## config.mk

```make
export PLATFORM = sky130hd
export DESIGN_NAME = id_issue_queue
export DESIGN_NICKNAME = d
export VERILOG_FILES = /design/src/rtl/id_issue_queue.sv
export SDC_FILE = /design/constraint.sdc
export NUM_CORES = 1
export LEC_CHECK = 0
export CORE_MARGIN = 4
export CORE_UTILIZATION = 55
export CTS_BUF_LIST = sky130_fd_sc_hd__clkbuf_8
export DETAILED_ROUTE_END_ITERATION = 10
export GPL_ROUTABILITY_DRIVEN = 0
export PLACE_DENSITY = 0.85
export SETUP_SLACK_MARGIN = 0.02
export SLEW_MARGIN = 25
export SYNTH_ARGS = -nofsm -noshare
export SYNTH_HDL_FRONTEND = slang
export SYNTH_SLANG_ARGS = --single-unit
```

## constraint.sdc

```tcl
create_clock -name clk -period 6.35 [get_ports clk]
set_clock_uncertainty 0.2 [all_clocks]
set_input_delay 0.635 -clock clk [delete_from_list [all_inputs] [get_ports clk]]
set_output_delay 0.635 -clock clk [all_outputs]
set_load 0.02 [all_outputs]
```

## src/rtl/id_issue_queue.sv

```systemverilog
`default_nettype none
// =============================================================================
// id_issue_queue : decode-to-execute ring buffer with an integrated RAW/WAW
//                  register scoreboard and a flush that unwinds queued busy bits.
// Optional build macro: ID_ISSUE_WB_BYPASS_EN (same-cycle writeback bypass).
// Revision: 1.0
// =============================================================================
module id_issue_queue #(
    parameter int PAYLOAD_W = 160,
    parameter int DEPTH     = 2,
    parameter int NREG      = 32,
    parameter int RADDR_W   = 5
) (
    input  logic                       clk,
    input  logic                       rst_n,
    input  logic                       flush,
    input  logic                       in_valid,
    output logic                       in_ready,
    input  logic [PAYLOAD_W-1:0]       in_payload,
    input  logic [RADDR_W-1:0]         in_rs1,
    input  logic [RADDR_W-1:0]         in_rs2,
    input  logic                       in_rs1_used,
    input  logic                       in_rs2_used,
    input  logic [RADDR_W-1:0]         in_rd,
    input  logic                       in_rd_wr,
    output logic                       out_valid,
    input  logic                       out_ready,
    output logic [PAYLOAD_W-1:0]       out_payload,
    output logic [RADDR_W-1:0]         out_rd,
    output logic                       out_rd_wr,
    input  logic                       wb_valid,
    input  logic [RADDR_W-1:0]         wb_rd,
    output logic [$clog2(DEPTH+1)-1:0] count,
    output logic                       hazard
);

    localparam int CNT_W = $clog2(DEPTH + 1);
    localparam int PTR_W = (DEPTH > 1) ? $clog2(DEPTH) : 1;
    localparam logic [PTR_W-1:0] LAST_PTR = PTR_W'(DEPTH - 1);
    localparam logic [CNT_W-1:0] FULL_CNT = CNT_W'(DEPTH);

    logic [CNT_W-1:0]     count_q, count_d;
    logic [PTR_W-1:0]     rd_ptr_q, rd_ptr_d;
    logic [PTR_W-1:0]     wr_ptr_q, wr_ptr_d;
    logic [DEPTH-1:0]     vld_q, vld_d;
    logic [NREG-1:0]      busy_q, busy_d;
    logic [NREG-1:0]      busy_eff;
    logic [PAYLOAD_W-1:0] payload_q [DEPTH];
    logic [RADDR_W-1:0]   rd_q      [DEPTH];
    logic                 rd_wr_q   [DEPTH];
    logic                 enq;
    logic                 deq;

    // Busy view used by the hazard check; the bypass only hides a register
    // that is retiring this very cycle.
    always_comb begin
        busy_eff = busy_q;
`ifdef ID_ISSUE_WB_BYPASS_EN
        if (wb_valid) begin
            busy_eff[wb_rd] = 1'b0;
        end
`endif
    end

    assign hazard    = in_valid & ((in_rs1_used & busy_eff[in_rs1]) |
                                   (in_rs2_used & busy_eff[in_rs2]) |
                                   (in_rd_wr    & busy_eff[in_rd]));
    assign in_ready  = rst_n & ~flush & (count_q != FULL_CNT) & ~hazard;
    assign out_valid = (count_q != '0) & ~flush;
    assign enq       = in_valid & in_ready;
    assign deq       = out_valid & out_ready;

    assign out_payload = payload_q[rd_ptr_q];
    assign out_rd      = rd_q[rd_ptr_q];
    assign out_rd_wr   = rd_wr_q[rd_ptr_q];
    assign count       = count_q;

    always_comb begin
        rd_ptr_d = rd_ptr_q;
        wr_ptr_d = wr_ptr_q;
        count_d  = count_q;
        vld_d    = vld_q;
        busy_d   = busy_q;
        if (flush) begin
            rd_ptr_d = '0;
            wr_ptr_d = '0;
            count_d  = '0;
            vld_d    = '0;
            // Queued rd values are distinct, so releasing each one is exact.
            for (int i = 0; i < DEPTH; i++) begin
                if (vld_q[i] && rd_wr_q[i]) begin
                    busy_d[rd_q[i]] = 1'b0;
                end
            end
        end else begin
            if (enq) begin
                wr_ptr_d        = (wr_ptr_q == LAST_PTR) ? '0 : wr_ptr_q + 1'b1;
                vld_d[wr_ptr_q] = 1'b1;
            end
            if (deq) begin
                rd_ptr_d        = (rd_ptr_q == LAST_PTR) ? '0 : rd_ptr_q + 1'b1;
                vld_d[rd_ptr_q] = 1'b0;
            end
            if (enq && !deq) begin
                count_d = count_q + 1'b1;
            end else if (deq && !enq) begin
                count_d = count_q - 1'b1;
            end
        end
        if (wb_valid) begin
            busy_d[wb_rd] = 1'b0;
        end
        // Set after clear so a bypassed bundle writing wb_rd stays busy.
        if (enq && in_rd_wr) begin
            busy_d[in_rd] = 1'b1;
        end
        busy_d[0] = 1'b0;
    end

    always_ff @(posedge clk or negedge rst_n) begin
        if (!rst_n) begin
            count_q  <= '0;
            rd_ptr_q <= '0;
            wr_ptr_q <= '0;
            vld_q    <= '0;
            busy_q   <= '0;
            for (int i = 0; i < DEPTH; i++) begin
                payload_q[i] <= '0;
                rd_q[i]      <= '0;
                rd_wr_q[i]   <= 1'b0;
            end
        end else begin
            count_q  <= count_d;
            rd_ptr_q <= rd_ptr_d;
            wr_ptr_q <= wr_ptr_d;
            vld_q    <= vld_d;
            busy_q   <= busy_d;
            if (enq) begin
                payload_q[wr_ptr_q] <= in_payload;
                rd_q[wr_ptr_q]      <= in_rd;
                rd_wr_q[wr_ptr_q]   <= in_rd_wr;
            end
        end
    end

endmodule
`default_nettype wire

```

Word level (Yosys, flattened, before mapping)
Index checks and enable logic that the tools add are counted.
{"block": "totals", "ff_bits": 369, "inputBits": 189, "out_inout_bits": 171, "word_cells": 132}
{"block": "classes", "add_sub_neg": 4, "magnitude_cmp": 17, "eq_ne": 1, "n_mux": 55, "bitwise_logic": 26, "reduce_logical": 18}
{"operator": "$mux W160", "count": 4}
{"operator": "$bwmux W320", "count": 1}
{"operator": "$mux W32", "count": 6}
{"operator": "$demux W160 S1", "count": 1}
{"operator": "$and A32 B32 Y32", "count": 3}
{"operator": "$not A32 Y32", "count": 3}
{"operator": "$lt A5 B6 Y1 const B", "count": 6}
{"operator": "$or A32 B32 Y32", "count": 1}
{"operator": "$demux W1 S5", "count": 4}
{"operator": "$ge A5 B1 Y1 const B", "count": 4}
{"operator": "$mux W5", "count": 4}
{"operator": "$mux W1", "count": 19}
{"operator": "$bmux W1 S5", "count": 3}
{"operator": "$mux W2", "count": 7}
{"operator": "$logic_and A1 B1 Y1", "count": 12}
{"operator": "$and A1 B1 Y1", "count": 10}
{"operator": "$bwmux W10", "count": 1}
{"operator": "$reduce_bool A2 Y1", "count": 3}
{"operator": "$demux W5 S1", "count": 1}
{"operator": "$ge A2 B2 Y1 const B", "count": 2}
{"operator": "$lt A1 B2 Y1 const B", "count": 2}
{"operator": "$not A1 Y2", "count": 2}
{"operator": "$demux W1 S1", "count": 3}
{"operator": "$reduce_bool A3 Y1", "count": 1}
{"operator": "other kinds (13)", "count": 18}

Longest topological paths before layout
Gate-level depths: netlist of run 1.
{"block": "logic_depth", "ltp_word": 15, "ltp_mapped": 11, "mapped_depth_nobuf": 7}

Worst setup path after synthesis of run 1
Ideal clock, no wire load.
{"block": "synth_timing", "path_type": "in2out", "from": "input port in_rd[1]", "to": "output port in_ready", "arrival_ps": 2934, "t_required_ps": 5515, "setup_slack_ps": 2581, "stages": 9, "path_buffers": 2, "cell_sequence": "clkbuf_1 -> clkbuf_1 -> mux2i_1 -> nor3b_1 -> a31oi_1 -> nand4_1 -> o31ai_2 -> nand2_1 -> a21boi_0"}
{"block": "synth_via", "elab_chain_len": 7}
{"item": "from (decl)", "line_no": "24", "source": "input logic [RADDR_W-1:0] in_rd,"}
{"item": "$bmux W1 S5", "line_no": "67", "source": "(in_rd_wr & busy_eff[in_rd]));"}
{"item": "$mux W1 (implied by the code)", "line_no": "67"}
{"item": "$and A1 B1 Y1", "line_no": "67"}
{"item": "$or A1 B1 Y1", "line_no": "66", "source": "(in_rs2_used & busy_eff[in_rs2]) |"}
{"item": "$and A1 B1 Y1", "line_no": "65", "source": "assign hazard = in_valid & ((in_rs1_used & busy_eff[in_rs1]) |"}
{"item": "$not A1 Y1", "line_no": "68", "source": "assign in_ready = rst_n & ~flush & (count_q != FULL_CNT) & ~hazard;"}
{"item": "$and A1 B1 Y1", "line_no": "68"}
{"item": "to (decl)", "line_no": "18", "source": "output logic in_ready,"}
No other way between the ends. The select of a mux whose other input is x is not followed.

Worst setup path in the final report of run 1
Same ends and word-level chain as after synthesis.

==> key figures, run 1 <==
Placement
  • Quantity of I/O buffers inserted on ports: between 300 and 400
  • Half-perimeter wire length of the detailed placement result: 32.1 mm
  • Placed Cells: 1979

Yosys
  • Part of the Yosys area used for sequential elements: 49.6%
  • Yosys warning count: 0
  • Average instance area after synthesis: between 10 and 15 um^2
  • Fraction of post-synthesis cell area in the top cell type by area: between 40 and 50%
  • Distinct cell type count of the synthesized netlist: 47
  • Main flop type after synthesis: dfrtp_1
  • Flip-flop and latch count after synthesis: about 370
  • Cell accounting for the most synthesized area: dfrtp_1
  • Syn Inst Count: 1249
  • Share of async-settable or async-resettable flops after synthesis: 100%
  • Cell types with the largest area share after synthesis: dfrtp_1 50%, mux2_4 22%, mux2_2 14%
  • Count of flip-flops with a built-in enable after synthesis: 0
  • Mapped Nets: around 1400
  • Combined area of all synthesized cells: roughly 19000 um^2

Setup path
  • Required time of the worst setup path: 5.51 ns
  • Worst reg2reg path endpoint: payload_q[273]$_DFFE_PN0P_
  • Worst reg2reg setup slack: around 2.6 ns
  • Kind of end point of the critical path: output port
  • Worst reg2reg startpoint: busy_eff[31]$_DFF_PN0_
  • Number of cells on the worst reg-to-reg path: 8
  • Worst endpoint data arrival time: slightly above 4 ns
  • Startpoint class of the critical path: primary input
  • Beginning of the critical path: in_rd[1]
  • Start-to-end type of the worst setup path: in2out
  • Highest net fanout along the worst path: 20
  • Worst setup path endpoint: in_ready

GRT
  • Pin count of the biggest net entering global routing: 171
  • Total global routing overflow: 0
  • Number of antenna violations at the first check in global routing: 8
  • Number of global-route vias before repair: about 13000
  • Gr usage total: about a quarter
  • Global-route wire length before repair: around 76 mm

STA
  • Final setup viols: 0
  • Number of pins with negative max-slew slack in the final report: 0
  • Final worst path period need: a little under 5 ns
  • Headroom to the max-slew limit: roughly a third
  • Fin Hold WS: 0.299 ns
  • Final setup TNS: 0 ns
  • Unrepaired setup endpoints after global routing: false
  • Final period utilization: between 70% and 80%
  • Pin slew with the least headroom to its limit: between 0.9 and 1 ns
  • Achievable frequency: about 200 MHz
  • Count of endpoints failing hold in the final timing report: 0

Clocking
  • Clock slew seen by the registers of the worst setup and hold paths: roughly 0.06 ns
  • Postcts setup bufs: 0
  • Clock tree from TritonCTS: built
  • H-tree levels: 2
  • CTS root buf: clkbuf_8
  • Clock buffer count from CTS: a little under 60
  • Number of cells upsized or downsized after cts: 0
  • Hold-fix buffer count after cts: 1
  • Clock tree buffer depth: 3
  • Count of clock tree sinks: about 370
  • Worst skew pair latency: 0.65 ns

Floorplan
  • Initial core utilization: a little under three fifths
  • Core Rows: 67
  • Die extent in y: 192 um
  • Num ports: 360
  • Total Die Area: 36900 um^2
  • Total core area: ~33000 um^2
  • Die Width: approximately 190 um

Route
  • Final routed DRC violation total: 0
  • Post-DRT Antenna Nets: 0
  • Vias post-DR: about 12000
  • Initial drt markers: between 700 and 800
  • Mean routed wirelength per cell: approximately 24 um
  • Routed wire length: about 49 mm
  • Length of the first detailed-routing pass in iterations: 7
  • Drt via density: just under 6

Finish
  • Count of non-filler cells in the finished layout: 2095
  • Area growth from synthesis to layout: 27.0%
  • Net count reported at finish: 1783
  • Final Core Density: 70.7%
  • Fraction of layout cells with a size suffix above 1: approximately two fifths

Pwr
  • Leakage power of the design: approximately 11 nW
  • Pwr per Cell Area: roughly 340 nW/um^2
  • Total Power Consumption: just over 8 mW
  • Worst vdd rail ir drop: around 0.19 mV

Status
  • Status: finished clean

Job
  • Max-cap violations: 0

Worst hold path
  • Hold/Removal Path Class: reg2reg
## worst min-delay path by stage
stage                                           from                          to  slack (ns)  cells past startpoint
after floorplan                                rst_n      busy_eff[10]$_DFF_PN0_        0.14                      0
final                     payload_q[178]$_DFFE_PN0P_  payload_q[178]$_DFFE_PN0P_        0.30                      1
after global placement    payload_q[138]$_DFFE_PN0P_  payload_q[138]$_DFFE_PN0P_        0.28                      1
after global routing      payload_q[178]$_DFFE_PN0P_  payload_q[178]$_DFFE_PN0P_        0.31                      1
after CTS                 payload_q[160]$_DFFE_PN0P_  payload_q[160]$_DFFE_PN0P_        0.30                      1
after detailed placement   payload_q[16]$_DFFE_PN0P_   payload_q[16]$_DFFE_PN0P_        0.29                      1
## layer usage
metal	global-route usage, %	wire length, um	up-vias
li1	-	-	5332
met1	33.0	19400	6224
met2	42.4	24000	603
met3	6.85	4000	148
met4	11.1	1850	6
met5	0	37	-
## stage by stage
| stage | setup slack [ns] | area, um^2 |
|---|---|---|
| final | 1.38 | 23600 |
| after CTS | 1.39 | 23600 |
| after global routing | 1.16 | 23600 |
| after global placement | 1.51 | 22400 |
| after detailed placement | 1.40 | 22400 |
| after floorplan | 2.58 | 18600 |
## cell usage in the layout, fill, tap and decap left out, drive strengths merged, types with 9 or more instances in the layout
| cell | netlist | routed |
|---|---|---|
| a21oi | 32 | 32 |
| a31o | 31 | 31 |
| buf | 45 | 14 |
| clkbuf | 44 | 73 |
| clkdlybuf4s50 | 0 | 358 |
| clkinv | 0 | 12 |
| dfrtp | 369 | 369 |
| inv | 4 | 23 |
| mux2 | 508 | 508 |
| mux4 | 16 | 16 |
| nand2 | 18 | 18 |
| nand3 | 11 | 11 |
| nand3b | 13 | 13 |
| nor2 | 15 | 15 |
| nor3b | 9 | 9 |
| o21ai | 34 | 34 |
| o22ai | 31 | 31 |
## report_power, final
part / internal (mW) / total [mW] / switching [mW]
Combinational: 1.63 / 2.74 / 1.12
Sequential: 2.92 / 3.28 / 0.366
Clock: 1.13 / 2.11 / 0.985
Total: 5.67 / 8.14 / 2.47
## sequential cells by signal, indices dropped and copies added, names as in the netlist
name,count
busy_eff,31
count,2
payload_q,320
rd_ptr_q,1
rd_q,10
rd_wr_q,2
vld_q,2
wr_ptr_q,1
## synth_stat cells (13+ instances only)
cell	number
dfrtp_1	369
nand3b_1	13
mux2_4	269
mux2_2	239
mux4_2	16
clkbuf_1	44
o21ai_0	34
o22ai_1	31
a21oi_1	32
a31o_2	31
nor2_1	15
nand2_1	18
buf_6	32
## critical path: stages
cell	delay, ns
clkdlybuf4s50_1	1.03
mux2_2	0.42
a31oi_1	0.17
o211ai_1	0.14
o31ai_2	0.67
nand2_1	0.15
a21boi_0	0.26
clkdlybuf4s50_1	0.65
## cell type report
class                           count  area [um^2]
Sequential cell                   369         9240
Tap cell                          448          561
Clock buffer                       73         1000
Fill cell                        2116         9810
Timing Repair Buffer              373         3790
Clock inverter                     34          228
Antenna cell                        7         17.5
Inverter                            4         15.0
Multi-Input combinational cell    787         8790
## logic make-up (layout without fill, tap and decap cells)
kind of cell | Yosys count | count (layout) | share of synthesized area, %
mux | 531 | 531 | 38.5
flops | 369 | 369 | 49.6
compound gates | 148 | 148 | 5.11
simple gates | 107 | 107 | 3.54
buf+inv | 93 | 484 | 3.23
xor+xnor | 1 | 1 | 0.0471
other cells | 0 | 7 | 0
Power figures use the tool's default switching activity.
==> run 2, diff against run 1 <==
CORE_UTILIZATION = 54   (was 55)
PLACE_DENSITY = 0.84   (was 0.85)
clock period = 4.7 ns   (was 6.35 ns; I/O delays follow)
==> run 2 against run 1 <==
Against the previous run: design area up 1.1%; highest routed layer is now met4; via count about the same; global-route usage down 0.19 points; critical path depth up 2; non-clock buffer count up 18.
==> key figures, run 2 (synthesized netlist as in run 1, its figures left out) <==
Floorplan
  • Total Die Area: 37500 um^2 (was 36900 um^2)
  • Total core area: 33800 um^2 (was 33400 um^2)
  • Die Width: 194 um (was 192 um)
  • Num ports: 360 (unchanged)
  • Die extent in y: 194 um (was 192 um)
  • Initial core utilization: 55.1% (was 55.7%)
  • Core Rows: 67 (unchanged)

STA
  • Final setup viols: 0 (unchanged)
  • Achievable frequency: around 230 MHz
  • Pin slew with the least headroom to its limit: 0.938 ns (was 0.968 ns)
  • Min setup slack post-route: 0.355 ns (was 1.38 ns)
  • Count of endpoints failing hold in the final timing report: 0 (unchanged)
  • Number of pins with negative max-slew slack in the final report: 0 (unchanged)
  • Final worst path period need: roughly 4.3 ns
  • Final setup TNS: 0 ns (unchanged)
  • Final period utilization: approximately 92%
  • Headroom to the max-slew limit: 37.5% (was 35.3%)
  • Unrepaired setup endpoints after global routing: false (unchanged)

Finish
  • Flip-flop count of the largest register, all copies and words added: 320 (unchanged)
  • Commonest non-fill, non-tap cells in the layout: 368 x dfrtp_1, 358 x clkdlybuf4s50_1, 269 x mux2_4, 239 x mux2_2, 80 x clkbuf_8 (was 368 x dfrtp_1, 358 x clkdlybuf4s50_1, 269 x mux2_4, 239 x mux2_2, 73 x clkbuf_8)
  • Area growth from synthesis to layout: 28.5% (was 27.0%)
  • Net count reported at finish: 1808 (was 1783)
  • Most common cell after layout, fill and taps aside: dfrtp_1 (unchanged)
  • Reg with most FFs: payload_q (unchanged)
  • Fraction of layout cells with a size suffix above 1: 41.4% (was 40.9%)

Route
  • Mean routed wirelength per cell: 23.3 um (was 23.5 um)
  • Length of the first detailed-routing pass in iterations: 5 (was 7)
  • Post-DRT Antenna Nets: 0 (unchanged)
  • Routed wire length: 49.2 mm (was 49.3 mm)
  • Vias post-DR: 12300 (about the same)
  • Final routed DRC violation total: 0 (unchanged)
  • Initial drt markers: 1121 (was 787)
  • Drt via density: 5.82 (was 5.88)

Setup path
  • Largest stage delay, worst path: 0.68 ns (was 1.03 ns)
  • Kind of end point of the critical path: output port (unchanged)
  • Start-to-end type of the worst setup path: in2out (unchanged)
  • Worst endpoint data arrival time: 3.68 ns (was 4.14 ns)
  • Cells along the critical path: clkdlybuf4s50_1, mux4_2, mux4_2, nand2b_1, o211ai_1, and2_1, buf_4, nand2_1, a21boi_0, clkdlybuf4s50_1 (was clkdlybuf4s50_1, mux2_2, a31oi_1, o211ai_1, o31ai_2, nand2_1, a21boi_0, clkdlybuf4s50_1)
  • Cell class contributing the biggest share of worst-path delay: buffers and inverters (unchanged)
  • Cell type of the slowest stage on the worst timing path: clkdlybuf4s50_1 (unchanged)
  • Required time of the worst setup path: 4.03 ns (was 5.51 ns)
  • Buffers and inverters on the worst path: 3 (was 2)
  • Startpoint class of the critical path: primary input (unchanged)
  • Highest net fanout along the worst path: 7 (was 20)

GRT
  • Pin count of the biggest net entering global routing: 181 (was 171)
  • Number of antenna violations at the first check in global routing: 3 (was 8)
  • Global-route wire length before repair: 78.1 mm (was 75.6 mm)
  • Total global routing overflow: 0 (unchanged)
  • Gr usage total: 25.8% (was 26.0%)
  • Number of global-route vias before repair: 13200 (was 12900)

Clocking
  • Clock tree buffer depth: 3 (unchanged)
  • Number of cells upsized or downsized after cts: 0 (unchanged)
  • Worst skew pair latency: 0.61 ns (was 0.65 ns)
  • Clock tree from TritonCTS: built (unchanged)
  • Clock slew seen by the registers of the worst setup and hold paths: 0.06 ns (about the same)
  • Clock buffer count from CTS: 66 (was 59)
  • Count of clock tree sinks: 369 (unchanged)
  • CTS root buf: clkbuf_8 (unchanged)
  • H-tree levels: 3 (was 2)

Placement
  • Quantity of I/O buffers inserted on ports: 359 (unchanged)
  • Worst slack at placement: 0.369 ns (was 1.40 ns)
  • Half-perimeter wire length of the detailed placement result: 32.7 mm (was 32.1 mm)

Worst hold path
  • Hold/Removal Path Class: in2async (was reg2reg)

Status
  • Status: finished clean (unchanged)

Job
  • Max-cap violations: 0 (unchanged)

Pwr
  • Pwr per Cell Area: 463 nW/um^2 (was 344 nW/um^2)
  • Leakage power of the design: 11.2 nW (was 11.0 nW)
  • Worst vdd rail ir drop: 0.290 mV (was 0.193 mV)
run 2: repair_timing:
item,in CTS,in global routing
endpoints found under the setup margin,0,0
setup buffers,0,0
endpoints found under the hold margin,28,0
hold buffers,1,0
run 2: path summary, 6_finish.rpt:
path,start,endpoint,slack [ns],cells after the start
worst max register to register,busy_eff[11]$_DFF_PN0_,payload_q[78]$_DFFE_PN0P_,1.34,10
worst max-delay path,in_rs2[1],in_ready,0.35,10
worst min-delay path,rst_n,payload_q[263]$_DFFE_PN0P_,0.12,2
max in group asynchronous,rst_n,rd_ptr_q$_DFFE_PN0P_,2.87,3
worst min register to register,payload_q[178]$_DFFE_PN0P_,payload_q[178]$_DFFE_PN0P_,0.30,1
min in group clk,payload_q[178]$_DFFE_PN0P_,payload_q[178]$_DFFE_PN0P_,0.30,1
run 2: area by class of cell:
| cell class | count | area, um^2 |
|---|---|---|
| Fill cell | 2192 | 9870 |
| Sequential cell | 369 | 9240 |
| Multi-Input combinational cell | 787 | 8790 |
| Timing Repair Buffer | 391 | 4020 |
| Clock buffer | 80 | 1100 |
| Tap cell | 448 | 561 |
| Clock inverter | 34 | 184 |
| Inverter | 4 | 15.0 |
| Antenna cell | 3 | 7.51 |
run 2: power breakdown:
group | total [mW] | internal, mW | switching [mW]
combinational | 3.70 | 2.20 | 1.49
clock | 2.95 | 1.60 | 1.35
sequential | 4.44 | 3.94 | 0.496
run 2: stage by stage:
step / power [mW] / hold slack, ns / util [%] / cells / area [um^2]
floorplan: 6.61 / -0.0256 / - / 1249 / 18600
global placement: 8.01 / 0.148 / 66.9 / 1998 / 22600
detailed placement: 8.13 / 0.150 / 66.9 / 1998 / 22600
CTS: 11.2 / 0.0795 / 70.8 / 2113 / 23900
global route: 11.6 / 0.0988 / 70.8 / 2116 / 23900
finish: 11.1 / 0.117 / 70.8 / 2116 / 23900
run 2: layer usage:
metal  wire length (um)  track usage, %  vias up
met5                  0               0        -
met4               1650            8.71        0
met3               3330            6.03      119
met2              24100            42.4      564
met1              20200            34.1     6255
li1                   -               -     5370
